File: src/rtl/uart_tx_slave.sv
// rtl/uart_tx_slave.sv - bus-mapped 8N1 UART transmitter with a byte TX FIFO
module uart_tx_fifo #(
  parameter int unsigned DEPTH = 8
) (
  input  logic                     clk,
  input  logic                     rst_n,
  input  logic                     push,
  input  logic [7:0]               push_data,
  input  logic                     pop,
  output logic [7:0]               head,
  output logic                     full,
  output logic                     empty,
  output logic [$clog2(DEPTH):0]   count
);
  localparam int unsigned AW = $clog2(DEPTH);
  localparam logic [AW:0] FULL_CNT = (AW + 1)'(DEPTH);

  logic [7:0]    mem_q [DEPTH];
  logic [AW-1:0] wr_ptr_q, wr_ptr_d;
  logic [AW-1:0] rd_ptr_q, rd_ptr_d;
  logic [AW:0]   count_q, count_d;
  logic          push_ok, pop_ok;

  assign full  = (count_q == FULL_CNT);
  assign empty = (count_q == '0);
  assign count = count_q;
  assign head  = mem_q[rd_ptr_q];

  // Fullness is judged before any same-cycle pop, so a push into a full FIFO is always lost.
  assign push_ok = push & ~full;
  assign pop_ok  = pop & ~empty;

  always_comb begin
    wr_ptr_d = wr_ptr_q;
    rd_ptr_d = rd_ptr_q;
    count_d  = count_q;
    if (push_ok) wr_ptr_d = wr_ptr_q + AW'(1);
    if (pop_ok)  rd_ptr_d = rd_ptr_q + AW'(1);
    case ({push_ok, pop_ok})
      2'b10:   count_d = count_q + (AW + 1)'(1);
      2'b01:   count_d = count_q - (AW + 1)'(1);
      default: count_d = count_q;
    endcase
  end

  always_ff @(posedge clk or negedge rst_n) begin
    if (!rst_n) begin
      wr_ptr_q <= '0;
      rd_ptr_q <= '0;
      count_q  <= '0;
    end else begin
      wr_ptr_q <= wr_ptr_d;
      rd_ptr_q <= rd_ptr_d;
      count_q  <= count_d;
    end
  end

  always_ff @(posedge clk) begin
    if (push_ok) mem_q[wr_ptr_q] <= push_data;
  end
endmodule

module uart_tx_slave #(
  parameter int unsigned FIFO_DEPTH = 8,
  parameter logic [15:0] DIV_RESET  = 16'd434
) (
  input  logic        clk,
  input  logic        rst,
  input  logic        ce,
  input  logic        we,
  input  logic [31:0] addr,
  input  logic [3:0]  sel,
  input  logic [31:0] data_i,
  output logic [31:0] data_o,
  output logic        txd,
  output logic        uart_int
);
  localparam int unsigned CW = $clog2(FIFO_DEPTH) + 1;

  typedef enum logic [1:0] {
    ST_IDLE  = 2'd0,
    ST_START = 2'd1,
    ST_DATA  = 2'd2,
    ST_STOP  = 2'd3
  } state_t;

  state_t        state_q, state_d;
  logic [15:0]   cnt_q, cnt_d;
  logic [2:0]    bit_q, bit_d;
  logic [7:0]    shift_q, shift_d;
  logic          txd_q, txd_d;
  logic [1:0]    ctrl_q, ctrl_d;
  logic [15:0]   baud_q, baud_d;
  logic          ovf_q, ovf_d;
  logic          done_q, done_d;
  logic          uart_int_q, uart_int_d;

  logic          bus_wr, bus_rd;
  logic [1:0]    reg_idx;
  logic          push, w1c, pop, done_set, bit_end;
  logic [15:0]   period_m1;
  logic [7:0]    fifo_head;
  logic          fifo_full, fifo_empty;
  logic [CW-1:0] fifo_count;
  logic [31:0]   status;
  logic          unused_bits;

  assign bus_wr  = ce & we;
  assign bus_rd  = ce & ~we;
  assign reg_idx = addr[3:2];
  assign push    = bus_wr & (reg_idx == 2'd0) & sel[0];
  assign w1c     = bus_wr & (reg_idx == 2'd1) & sel[0];

  assign unused_bits = ^{addr[31:4], addr[1:0], sel[3:2], data_i[31:16]};

  uart_tx_fifo #(.DEPTH(FIFO_DEPTH)) u_fifo (
    .clk       (clk),
    .rst_n     (rst),
    .push      (push),
    .push_data (data_i[7:0]),
    .pop       (pop),
    .head      (fifo_head),
    .full      (fifo_full),
    .empty     (fifo_empty),
    .count     (fifo_count)
  );

  // A divisor of 0 behaves as 1; the value is sampled only when a bit starts.
  assign period_m1 = (baud_q == 16'd0) ? 16'd0 : baud_q - 16'd1;
  assign bit_end   = (cnt_q == 16'd0);

  always_comb begin
    state_d  = state_q;
    cnt_d    = cnt_q;
    bit_d    = bit_q;
    shift_d  = shift_q;
    pop      = 1'b0;
    done_set = 1'b0;
    case (state_q)
      ST_IDLE: begin
        if (ctrl_q[0] && !fifo_empty) begin
          pop     = 1'b1;
          shift_d = fifo_head;
          cnt_d   = period_m1;
          state_d = ST_START;
        end
      end
      ST_START: begin
        if (bit_end) begin
          bit_d   = 3'd0;
          cnt_d   = period_m1;
          state_d = ST_DATA;
        end else begin
          cnt_d = cnt_q - 16'd1;
        end
      end
      ST_DATA: begin
        if (bit_end) begin
          shift_d = {1'b0, shift_q[7:1]};
          bit_d   = bit_q + 3'd1;
          cnt_d   = period_m1;
          if (bit_q == 3'd7) state_d = ST_STOP;
        end else begin
          cnt_d = cnt_q - 16'd1;
        end
      end
      ST_STOP: begin
        if (bit_end) begin
          // Chain straight into the next start bit so frames go out back-to-back.
          if (ctrl_q[0] && !fifo_empty) begin
            pop     = 1'b1;
            shift_d = fifo_head;
            cnt_d   = period_m1;
            state_d = ST_START;
          end else begin
            state_d  = ST_IDLE;
            done_set = fifo_empty;
          end
        end else begin
          cnt_d = cnt_q - 16'd1;
        end
      end
      default: state_d = ST_IDLE;
    endcase
  end

  // The line is driven one cycle behind the FSM state.
  always_comb begin
    txd_d = 1'b1;
    case (state_q)
      ST_START: txd_d = 1'b0;
      ST_DATA:  txd_d = shift_q[0];
      default:  txd_d = 1'b1;
    endcase
  end

  always_comb begin
    ctrl_d     = ctrl_q;
    baud_d     = baud_q;
    ovf_d      = ovf_q;
    done_d     = done_q;
    uart_int_d = done_q & ctrl_q[1];
    if (bus_wr && reg_idx == 2'd2 && sel[0]) ctrl_d = data_i[1:0];
    if (bus_wr && reg_idx == 2'd3 && sel[0]) baud_d[7:0] = data_i[7:0];
    if (bus_wr && reg_idx == 2'd3 && sel[1]) baud_d[15:8] = data_i[15:8];
    if (push && fifo_full)      ovf_d = 1'b1;
    else if (w1c && data_i[3])  ovf_d = 1'b0;
    if (done_set)               done_d = 1'b1;
    else if (w1c && data_i[4])  done_d = 1'b0;
  end

  always_ff @(posedge clk or negedge rst) begin
    if (!rst) begin
      state_q    <= ST_IDLE;
      cnt_q      <= 16'd0;
      bit_q      <= 3'd0;
      shift_q    <= 8'd0;
      txd_q      <= 1'b1;
      ctrl_q     <= 2'd0;
      baud_q     <= DIV_RESET;
      ovf_q      <= 1'b0;
      done_q     <= 1'b0;
      uart_int_q <= 1'b0;
    end else begin
      state_q    <= state_d;
      cnt_q      <= cnt_d;
      bit_q      <= bit_d;
      shift_q    <= shift_d;
      txd_q      <= txd_d;
      ctrl_q     <= ctrl_d;
      baud_q     <= baud_d;
      ovf_q      <= ovf_d;
      done_q     <= done_d;
      uart_int_q <= uart_int_d;
    end
  end

  assign status = {16'h0, 8'(fifo_count), 3'b000, done_q, ovf_q,
                   (state_q != ST_IDLE), fifo_empty, fifo_full};

  always_comb begin
    data_o = 32'h0;
    if (bus_rd) begin
      case (reg_idx)
        2'd1:    data_o = status;
        2'd2:    data_o = {30'h0, ctrl_q};
        2'd3:    data_o = {16'h0, baud_q};
        default: data_o = 32'h0;
      endcase
    end
  end

  assign txd      = txd_q;
  assign uart_int = uart_int_q;
endmodule

File: config.mk
export PLATFORM = sky130hd
export DESIGN_NAME = uart_tx_slave
export DESIGN_NICKNAME = d
export VERILOG_FILES = /design/src/rtl/uart_tx_slave.sv
export SDC_FILE = /design/constraint.sdc
export NUM_CORES = 1
export LEC_CHECK = 0
export BUFFER_PORTS_ARGS = -buffer_cell sky130_fd_sc_hd__clkbuf_2
export CORE_ASPECT_RATIO = 0.7
export CORE_MARGIN = 1
export CORE_UTILIZATION = 40
export CTS_BUF_LIST = sky130_fd_sc_hd__clkbuf_16
export CTS_CLUSTER_SIZE = 10
export DETAILED_ROUTE_END_ITERATION = 8
export HOLD_SLACK_MARGIN = 0.1
export PLACE_DENSITY_LB_ADDON = 0.2
export SYNTH_ARGS = -nofsm -noshare
export SYNTH_HDL_FRONTEND = slang
export SYNTH_HIERARCHICAL = 1
export SYNTH_SLANG_ARGS = --single-unit
export TNS_END_PERCENT = 5
File: constraint.sdc
create_clock -name clk -period 4.9 [get_ports clk]
set_input_delay 0.245 -clock clk [delete_from_list [all_inputs] [get_ports clk]]
set_output_delay 0.245 -clock clk [all_outputs]
set_load 0.01 [all_outputs]
==> flow_metrics.tcl <==
set metrics [dict create \
    die_h_um 111 \
    grt_usage_pct 19.9 \
    fin_skew_ns 0.00835 \
    grt_remaining_overflow 0 \
    grt_max_degree 62 \
    swShare_pct 37.5 \
    power_leakage_nw 3.12 \
    worstHoldStart "data_i[6]" \
    finalCriticalPeriod_ns 4.01 \
    yosysSeqAreaShare_pct 50.6 \
    cp.arrival_ns 4.30 \
    critical_path_class "register to register" \
    hpwl_mm 11.1 \
    setup_viol 0 \
    grt_antenna_before_repair 0 \
    max_freq_mhz 249 \
    wl_per_cell_um 18.4 \
    route.detailed.drc 0 \
    via_per_inst 5.54 \
    slew_violations 0 \
    postLayoutCellArea_um2 7830 \
    numCtsBuffers 17 \
    die_x_um 158 \
    vias 4876 \
    clk_pin_slew_ns 0.06 \
    hold_path_end "u_fifo/mem_q[4][6]$_DFFE_PP_" \
    dr.pass1.iters 5 \
    p_per_area_nw_per_um2 568 \
    cts_resized 0 \
    crit_fanout 9 \
    cts_sinks 125 \
    nets 731 \
    r2r_start "cnt_q[2]$_DFF_PN0_" \
    syn_area_um2 6830 \
    synthCells 595 \
    peakVddDrop_mv 0.299 \
    clockRootBuffer "clkbuf_16" \
    status "finished, final reports clean" \
    grt_pass1_vias 4704 \
    reg2reg_depth 13 \
    tritoncts "done" \
    clkLatencyLatePin_ns 0.42 \
    io-pin-count 106 \
    startpoint_type "register" \
    grt_pass1_wl_mm 26.4 \
    final_util_pct 47.5 \
    p_clk_share_pct 28.1 \
    tightest_slew_ns 1.03 \
    ff2ff_setup_slack_ns 0.89 \
    avgSynthCellArea_um2 11.5 \
    gp_congestion 0.868 \
    period_share_pct 81.9 \
    setup_tns_ns 0 \
    hold_viol 0 \
    combPwrFrac_pct 35.8 \
    critical_path_required_ns 5.19 \
    rsz0062_at_grt "no" \
    drv_cap 0 \
    initial_utilization_pct 41.4 \
    drt-initial-drc-count 446 \
    power_frac_seq_pct 36.1 \
    yosysWarnings 6 \
    drt-total-wl_mm 16.2 \
    ys_seq_elements 125 \
    cts_setup_buffers 0 \
    antenna_cells 0 \
    synth_edf_count 64 \
    core-area_um2 16500 \
    drive_above_1_share_pct 19.1 \
    ant_nets 0 \
    r2r-end "u_fifo/count[3]$_DFFE_PN0P_" \
    cts_max_path_buffers 2 \
    die_area_um2 17600 \
    placed_area_um2 7160 \
    relSlewSlack_pct 31.1 \
    htreeDepth 4 \
    num_rows 39 \
    ys_types 73 \
    holdPathStages 1 \
    io_buffer_count 41 \
    total_power_w 0.00445 \
    area_growth_pct 14.7 \
    switchingPower_w 0.00167 \
    synthFlopType "edfxtp_1" \
    hold_path_class "primary input to register" \
    internal-power_w 0.00278 \
    worstSetupEndpointType "register" \
    async_reset_ff_share_pct 48.8 \
]
## cell families after synthesis
group	count (synthesis)	synth area share, %
adder cells (fa/ha/maj)	17	3.22
XOR/XNOR	21	2.69
buffers and inverters	58	4.65
multiplexers	63	13.6
AND/OR/NAND/NOR	205	15.5
AO/OA/AOI/OAI	105	9.60
other	1	0.0549
flip-flops	125	50.6
## worst max-delay path by stage
| stage | from | end | slack (ns) | cells after the start |
|---|---|---|---|---|
| after floorplan | u_fifo/count[0]$_DFFE_PN0P_ | u_fifo/count[3]$_DFFE_PN0P_ | 1.43 | 12 |
| after CTS | cnt_q[2]$_DFF_PN0_ | u_fifo/count[3]$_DFFE_PN0P_ | 0.91 | 13 |
| after global routing | cnt_q[2]$_DFF_PN0_ | u_fifo/count[3]$_DFFE_PN0P_ | 0.57 | 13 |
| final | cnt_q[2]$_DFF_PN0_ | u_fifo/count[3]$_DFFE_PN0P_ | 0.89 | 13 |
| after global placement | cnt_q[2]$_DFF_PN0_ | u_fifo/count[3]$_DFFE_PN0P_ | 1.00 | 13 |
| after detailed placement | cnt_q[2]$_DFF_PN0_ | u_fifo/count[3]$_DFFE_PN0P_ | 0.93 | 13 |
## Yosys cell counts, drive strengths merged (3+ instances only)
cell type,count,share of area (%)
or4,4,0.44
nand3b,3,0.33
nand2b,7,0.64
xnor2,11,1.4
clkbuf,18,1.0
nor4b,3,0.48
nor4,10,1.4
o22ai,4,0.37
mux2,30,5.0
xor2,10,1.3
nor3,18,1.3
a21oi,29,2.1
mux4,16,6.2
o31ai,4,0.44
dfstp,6,2.3
edfxtp,64,28
a211oi,3,0.33
mux2i,17,2.5
buf,26,2.9
nor3b,6,0.66
nand3,20,1.5
ha,16,2.9
nor2,46,2.5
nor2b,4,0.37
and2,9,0.82
o21ai,35,2.6
inv,14,0.77
nand4,3,0.27
or3,5,0.46
a31oi,3,0.37
dfrtp,55,20
a22oi,3,0.33
nand2,58,3.2
## worst max-delay path: stages, from the launching register on
cell and delay, ns:
dfrtp_1 0.46, nor4_2 0.57, nand4_1 0.16, buf_4 0.21, nor2_1 0.25, nor2_1 0.07
nor3_1 0.24, o41ai_1 0.20, inv_1 0.15, ha_1 0.33, ha_1 0.34, or4b_2 0.64
o311ai_0 0.12, o211ai_1 0.12
## flip-flops by register name, indices dropped and copies added (netlist names)
name             flops
u_fifo/count         4
baud_q              16
cnt_q               16
ctrl_q               2
u_fifo/mem_q        64
bit_q                3
state_q              2
u_fifo/rd_ptr_q      3
txd                  1
uart_int             1
ovf_q                1
done_q               1
u_fifo/wr_ptr_q      3
shift_q              8
## final cells by class
cell class                      count  area, µm²
Clock buffer                       17        425
Clock inverter                     15        159
Fill cell                        1516       8660
Inverter                           14       52.6
Multi-Input combinational cell    427       3110
Sequential cell                   125       3460
Tap cell                          225        282
Timing Repair Buffer               57        348
## per-layer routing
| layer | part of all wire (%) | GRT usage, % |
|---|---|---|
| met5 | 0 | 0 |
| met4 | 1.2 | 6.54 |
| met3 | 5.9 | 4.73 |
| met2 | 43 | 28.2 |
| met1 | 49 | 29.8 |
## layout by cell type (no fill, tap or decap), types with 3 or more instances in the layout
cell	instances
nand3_1	20
dlygate4sd3_1	9
nor2b_1	4
nand2_1	57
xnor2_1	11
or3_1	5
nand4_1	3
a211oi_1	3
nor4_2	3
o21ai_0	33
nor2_1	46
clkinv_2	5
nor3_1	18
ha_1	16
o31ai_1	4
o22ai_1	4
conb_1	16
clkbuf_16	17
bufinv_16	3
clkbuf_2	41
dfrtp_1	55
a22oi_1	3
inv_1	17
nor3b_1	6
mux2i_1	17
nand2b_1	7
a21oi_1	29
xor2_1	10
buf_4	7
dfstp_2	6
mux4_1	16
mux2_2	29
nand3b_1	3
nor4_1	6
edfxtp_1	64
and2_1	9
or4_1	4
## power groups by stage
stage / Clock (W) / Sequential (W) / Combinational [W]
after global routing: 0.00131 / 0.00164 / 0.00175
after global placement: 0 / 0.00160 / 0.00153
final: 0.00125 / 0.00161 / 0.00159
after floorplan: 0 / 0.00147 / 0.00132
after CTS: 0.00127 / 0.00160 / 0.00157
after detailed placement: 0 / 0.00162 / 0.00156
## per-stage QoR
step                setup slack, ns  instances  hold slack, ns
CTS                           0.908        880           0.136
finish                        0.886        880           0.147
global route                  0.575        880           0.158
detailed placement            0.925        839           0.470
global placement               1.00        839           0.460
floorplan                      1.43        610         -0.0506
## timing repair
item,in CTS,in global routing
endpoints found under the hold margin,63,0
hold buffers,9,0
setup endpoints to repair,0,0
(Power assumes the default switching activity.)
